[config.mk]
export PLATFORM = sky130hd
export DESIGN_NAME = imem_program_loader
export DESIGN_NICKNAME = d
export VERILOG_FILES = /design/src/rtl/imem_program_loader.sv
export SDC_FILE = /design/constraint.sdc
export NUM_CORES = 1
export LEC_CHECK = 0
export CELL_PAD_IN_SITES_DETAIL_PLACEMENT = 0
export CELL_PAD_IN_SITES_GLOBAL_PLACEMENT = 1
export CORE_MARGIN = 4
export CORE_UTILIZATION = 40
export CTS_CLUSTER_SIZE = 40
export DETAILED_ROUTE_END_ITERATION = 8
export PLACE_DENSITY = 0.8
export SYNTH_ARGS = -nofsm -noshare
export SYNTH_HDL_FRONTEND = slang
export SYNTH_SLANG_ARGS = --single-unit
export TNS_END_PERCENT = 20
[constraint.sdc]
create_clock -name clock -period 3.1 [get_ports clock]
set_input_delay 0.62 -clock clock [delete_from_list [all_inputs] [get_ports clock]]
set_output_delay 0.62 -clock clock [all_outputs]
set_load 0.05 [all_outputs]
[src/rtl/imem_program_loader.sv]
// Instruction-memory program loader.
// Receives a length-prefixed byte stream, packs it big-endian into 32-bit
// words and writes them into instruction memory. The CPU is held until the
// program has loaded without error.
// Optional build macro: IMEM_LOADER_CHECKSUM_EN adds a trailing XOR checksum
// byte to the frame.
//
// state  | meaning
// -------+-----------------------------------------------------------
// IDLE   | waiting for start after reset
// LEN_HI | taking high byte of the word count
// LEN_LO | taking low byte of the word count, then range check
// DATA   | taking the 4 bytes of the current word
// WRITE  | one-cycle memory write of the assembled word
// CHK    | taking the trailing checksum byte (checksum build only)
// DONE   | load finished (done=1), CPU released unless error
module imem_program_loader #(
  parameter logic [31:0] BASE_ADDR = 32'h0000_0000,
  parameter int          MAX_WORDS = 256
) (
  input  logic        clock,
  input  logic        reset,
  input  logic        start,
  input  logic [7:0]  rx_data,
  input  logic        rx_valid,
  output logic        rx_ready,
  output logic        mem_we,
  output logic [31:0] mem_addr,
  output logic [31:0] mem_wdata,
  output logic        cpu_hold,
  output logic        busy,
  output logic        done,
  output logic        error
);

  typedef enum logic [2:0] {
    S_IDLE,
    S_LEN_HI,
    S_LEN_LO,
    S_DATA,
    S_WRITE,
    S_CHK,
    S_DONE
  } state_t;

  localparam logic [16:0] MAX_W = 17'(MAX_WORDS);

`ifdef IMEM_LOADER_CHECKSUM_EN
  localparam state_t AFTER_LOAD = S_CHK;
`else
  localparam state_t AFTER_LOAD = S_DONE;
`endif

  state_t      state, state_nxt;
  logic [15:0] len_q;
  logic [15:0] word_idx;
  logic [1:0]  byte_cnt;
  logic [31:0] word_q;
  logic        err_q;
  logic [15:0] len_new;
  logic        len_too_big;
  logic        last_word;
  logic        take;
  logic        start_ok;

`ifdef IMEM_LOADER_CHECKSUM_EN
  logic [7:0]  csum_q;
`endif

  // The full count is only known while LEN_LO is on the bus.
  assign len_new     = {len_q[15:8], rx_data};
  assign len_too_big = {1'b0, len_new} > MAX_W;
  assign last_word   = ({1'b0, word_idx} + 17'd1) >= {1'b0, len_q};
  assign take        = rx_valid && rx_ready;
  assign start_ok    = start && ((state == S_IDLE) || (state == S_DONE));

  assign mem_addr  = BASE_ADDR + {14'b0, word_idx, 2'b00};
  assign mem_wdata = word_q;
  assign error     = err_q;

  // State register.
  always_ff @(posedge clock or posedge reset) begin
    if (reset) state <= S_IDLE;
    else       state <= state_nxt;
  end

  // Next-state and state-decoded outputs; rx_ready is a pure state decode.
  always_comb begin
    state_nxt = state;
    rx_ready  = 1'b0;
    mem_we    = 1'b0;
    busy      = 1'b1;
    done      = 1'b0;
    cpu_hold  = 1'b1;
    case (state)
      S_IDLE: begin
        busy = 1'b0;
        if (start) state_nxt = S_LEN_HI;
      end
      S_LEN_HI: begin
        rx_ready = 1'b1;
        if (rx_valid) state_nxt = S_LEN_LO;
      end
      S_LEN_LO: begin
        rx_ready = 1'b1;
        if (rx_valid) begin
          if (len_too_big)          state_nxt = S_DONE;
          else if (len_new == 16'd0) state_nxt = AFTER_LOAD;
          else                       state_nxt = S_DATA;
        end
      end
      S_DATA: begin
        rx_ready = 1'b1;
        if (rx_valid && (byte_cnt == 2'd3)) state_nxt = S_WRITE;
      end
      S_WRITE: begin
        mem_we = 1'b1;
        if (last_word) state_nxt = AFTER_LOAD;
        else           state_nxt = S_DATA;
      end
      S_CHK: begin
        rx_ready = 1'b1;
        if (rx_valid) state_nxt = S_DONE;
      end
      S_DONE: begin
        busy     = 1'b0;
        done     = 1'b1;
        cpu_hold = err_q;
        if (start) state_nxt = S_LEN_HI;
      end
      default: state_nxt = S_IDLE;
    endcase
  end

  // Datapath: length capture, word assembly, word index and error flag.
  always_ff @(posedge clock or posedge reset) begin
    if (reset) begin
      len_q    <= 16'd0;
      word_idx <= 16'd0;
      byte_cnt <= 2'd0;
      word_q   <= 32'd0;
      err_q    <= 1'b0;
    end else begin
      if (start_ok) begin
        word_idx <= 16'd0;
        byte_cnt <= 2'd0;
        err_q    <= 1'b0;
      end
      case (state)
        S_LEN_HI: if (take) len_q[15:8] <= rx_data;
        S_LEN_LO: begin
          if (take) begin
            len_q[7:0] <= rx_data;
            byte_cnt   <= 2'd0;
            word_idx   <= 16'd0;
            if (len_too_big) err_q <= 1'b1;
          end
        end
        S_DATA: begin
          if (take) begin
            word_q   <= {word_q[23:0], rx_data};
            byte_cnt <= byte_cnt + 2'd1;
          end
        end
        S_WRITE: word_idx <= word_idx + 16'd1;
`ifdef IMEM_LOADER_CHECKSUM_EN
        S_CHK: if (take && (rx_data != csum_q)) err_q <= 1'b1;
`endif
        default: ;
      endcase
    end
  end

`ifdef IMEM_LOADER_CHECKSUM_EN
  // Running XOR over every accepted frame byte before the checksum byte.
  always_ff @(posedge clock or posedge reset) begin
    if (reset)                         csum_q <= 8'd0;
    else if (start_ok)                 csum_q <= 8'd0;
    else if (take && (state != S_CHK)) csum_q <= csum_q ^ rx_data;
  end
`endif

endmodule

==> summary.md <==
| Metric | Value |
|---|---|
| Max-cap violations | 0 |
| Final worst slack | 326.5 ps |
| I/O Buffers | 65 |
| Min Clock Period, post-route | ~2800 ps |
| TritonCTS clock tree | done |
| Power density cells | approximately 1100 nW/um2 |
| Final hold slack | 495.6 ps |
| Die height | 106.3 um |
| DRT met1 WL | about 4.2 mm |
| VDD IR max | just over 400 uV |
| Non-filler cells in the finished layout | ~570 |
| Clock root cell | clkbuf_8 |
| R2r endpoint | state[2] |
| Area grow syn2layout | 24.90% |
| Fill count | between 800 and 900 |
| Cells after Synth | 360 |
| DR top layer | met4 |
| Global-route wire length before repair | 14.43 mm |
| Die area | 11300 um2 |
| Hold WC Path Type | reg -> reg |
| Hold path startpoint | mem_wdata[29] |
| Netlist cell types | 48 |
| Register area share after synthesis | 0.4534 |
| Vias in the first global route | roughly 2900 |
| Crit path buffers/inverters | 1 |
| Htree depth | 3 |
| Placed Cells | between 500 and 600 |
| Core area | 9328 um2 |
| Hold Path Depth | 1 |
| Clk_lat worst skew | ~340 ps |
| Slowest cell on crit path | dfrtp_1 |
| CTS Buf Count | 9 |
| WS Path Type | reg -> reg |
| Lkg Pwr | around 2.3 nW |
| Worst path max stage delay | roughly 400 ps |
| Top FF cell, synth | dfrtp_1 |
| Starting DRT DRC Count | 98 |
| Via count | 2843 |
| Final wirelength | between 8 and 9 mm |
| Worst Path Arrival | 2960 ps |
| Hold endpoint | mem_wdata[29] |
| Skew final | ~10 ps |
| Drt first pass iters | 4 |
| Count of pins over their slew limit | 0 |
| Synth Register Bits | 70 |
| Initial Utilization | 0.4142 |
| Met2 wire length | between 3 and 4 mm |
| Clock Pin Slew Worst Setup and Hold Paths | 80 ps |
| FF-to-FF Start | word_idx[0] |
| CP endpoint kind | register |
| Antenna Cells | 0 |
| Ratio of final minimum period to clock period | 0.8947 |
| Setup violators final | 0 |
| Flip-flop and latch area | between 1500 and 2000 um2 |
| Total Nets Final | about 460 |
| CP Launch Type | register |
| Clock tree buffer depth | 2 |
| Max Freq | 0.3606 GHz |
| Routed wl met3 | around 460 um |
| ANT nets after route | 0 |
| Gr usage total | 0.1567 |
| EDFF count, synth | 0 |
| Layout cells sized above 1 | 0.1697 |
| Largest net degree at the start of global routing | 49 |
| Worst r2r path cells | 12 |
| Worst Path Required | about 3300 ps |
| Most frequent cells in the layout | dfrtp_1 (69), clkdlybuf4s50_1 (64), nand2_1 (43), mux2_4 (29), o21ai_1 (27) |
| Congestion Overflow GR | 0 |
| Antenna violations before repair | 0 |
| CP cell instances | buf_4 -> and4_1 -> and4_4 -> nand3_2 -> xnor2_1 -> ha_1 -> nand3_1 -> nor3_1 -> a31oi_1 -> o211ai_1 -> o31ai_1 -> a21oi_1 |
| Fin. Hold Viols | 0 |
| Commonest non-fill, non-tap cell in the layout | dfrtp_1 |
| Remaining DRCs | 0 |
| Asr flop ratio synth | 1.000 |
| DPL Wire Length | roughly 6.3 mm |
| Crit-path leading delay family | simple AND/OR/NAND/NOR gates |
| Setup TNS | 0 ps |
| Crit-path max FO | 6 |
| Slew margin rel. | 0.4979 |
| Multi-input logic area | around 1900 um2 |
| Row count | 35 |
| Average size of a mapped cell | between 10 and 15 um2 |
| Finished Cell Area | approximately 4800 um2 |
| IO Pins | 82 |
| Status | completed |
| Placer Congestion | ~0.79 |
| Die width | roughly 110 um |
| Clock Sinks | 70 |
| Worst Tran Pin Value | 750.0 ps |
| Yosys synthesis warning count | 0 |
| RSZ-0062 raised after global routing | false |
| Post-Syn Area | around 3900 um2 |
| Worst reg2reg setup slack | around 330 ps |
| Number of vias per cell | 5.032 |
| DP Area | 4597 um2 |
| Setup WS pre-CTS | roughly 190 ps |
| Wire length per cell | 15.14 um |
synth_stat cells (all sizes together), types with 2 or more instances:
cell,n,area (um2)
dfrtp,70,1752
nand2,45,183.9
o21ai,36,180.2
mux2,33,480.5
buf,28,201.4
inv,21,78.82
ha,18,225.2
nor2,17,71.32
a21oi,11,55.05
nand3,9,60.06
xnor2,9,86.34
and3,6,37.54
nand4,6,37.54
a22o,5,43.79
nor3,5,52.55
xor2,5,43.79
a31oi,4,25.02
o31ai,4,30.03
a211oi,3,22.52
a21o,3,22.52
nor4,3,18.77
and4,2,20.02
nand2b,2,12.51
nor2b,2,12.51
o211ai,2,15.01
or3,2,12.51
repair_timing:
action / CTS / global route
buffers inserted: 0 / 1
endpoints found under the hold margin: 0 / 0
hold buffers: 0 / 0
endpoints found under the setup margin: 0 / 2
resized for setup: 0 / 5
layout make-up:
cell class              instances  area share
clock buffers                   9     0.02567
clock inverters                 7     0.01530
inverters                      21     0.01633
multi-input cells             255      0.3951
flip-flops and latches         70      0.3632
well taps                     129     0.03345
repair buffers                 74      0.1509
registers in the layout, indices dropped and copies added, names as in the netlist:
name       flops
mem_wdata     32
byte_cnt       2
state          3
len_q         16
word_idx      16
error          1
power breakdown:
part           switching (mW)  internal (mW)  leakage (nW)
clock network           0.366          0.374        0.0996
registers               0.274           1.27         0.887
logic                    1.73           1.08          1.30
total                    2.37           2.73          2.29
worst max-delay path by stage:
| stage | start | to | slack (ps) | cells past startpoint |
|---|---|---|---|---|
| 2_1_floorplan | word_idx[0] | state[2] | 20 | 11 |
| 3_3_place_gp | word_idx[1] | state[2] | 290 | 11 |
| 3_5_place_dp | word_idx[1] | state[2] | 190 | 11 |
| 4_1_cts | word_idx[1] | state[2] | 160 | 11 |
| 5_1_grt | word_idx[1] | state[2] | 30 | 13 |
| 6_report | word_idx[0] | state[2] | 330 | 12 |
routing by layer:
layer  vias up  global-route usage
met5         -                   0
li1       1377                   -
met2        91              0.2290
met1      1365              0.2341
met3        10             0.03157
met4         0             0.04533
logic make-up after synthesis:
family,Yosys count,synth area share
flip-flops,70,0.4534
adder cells (fa/ha/maj),18,0.05829
other,1,0.0009706
multiplexers,33,0.1244
AO/OA/AOI/OAI,72,0.1117
XOR/XNOR,14,0.03368
buffers and inverters,50,0.07351
AND/OR/NAND/NOR,102,0.1441
through the flow:
stage / total power [mW] / util
after global routing: 5.415 / 0.5174
final: 5.099 / 0.5174
after floorplan: 3.554 / -
after detailed placement: 4.375 / 0.4928
after global placement: 4.314 / 0.4928
after CTS: 5.127 / 0.5140
Power figures use the tool's default switching activity.
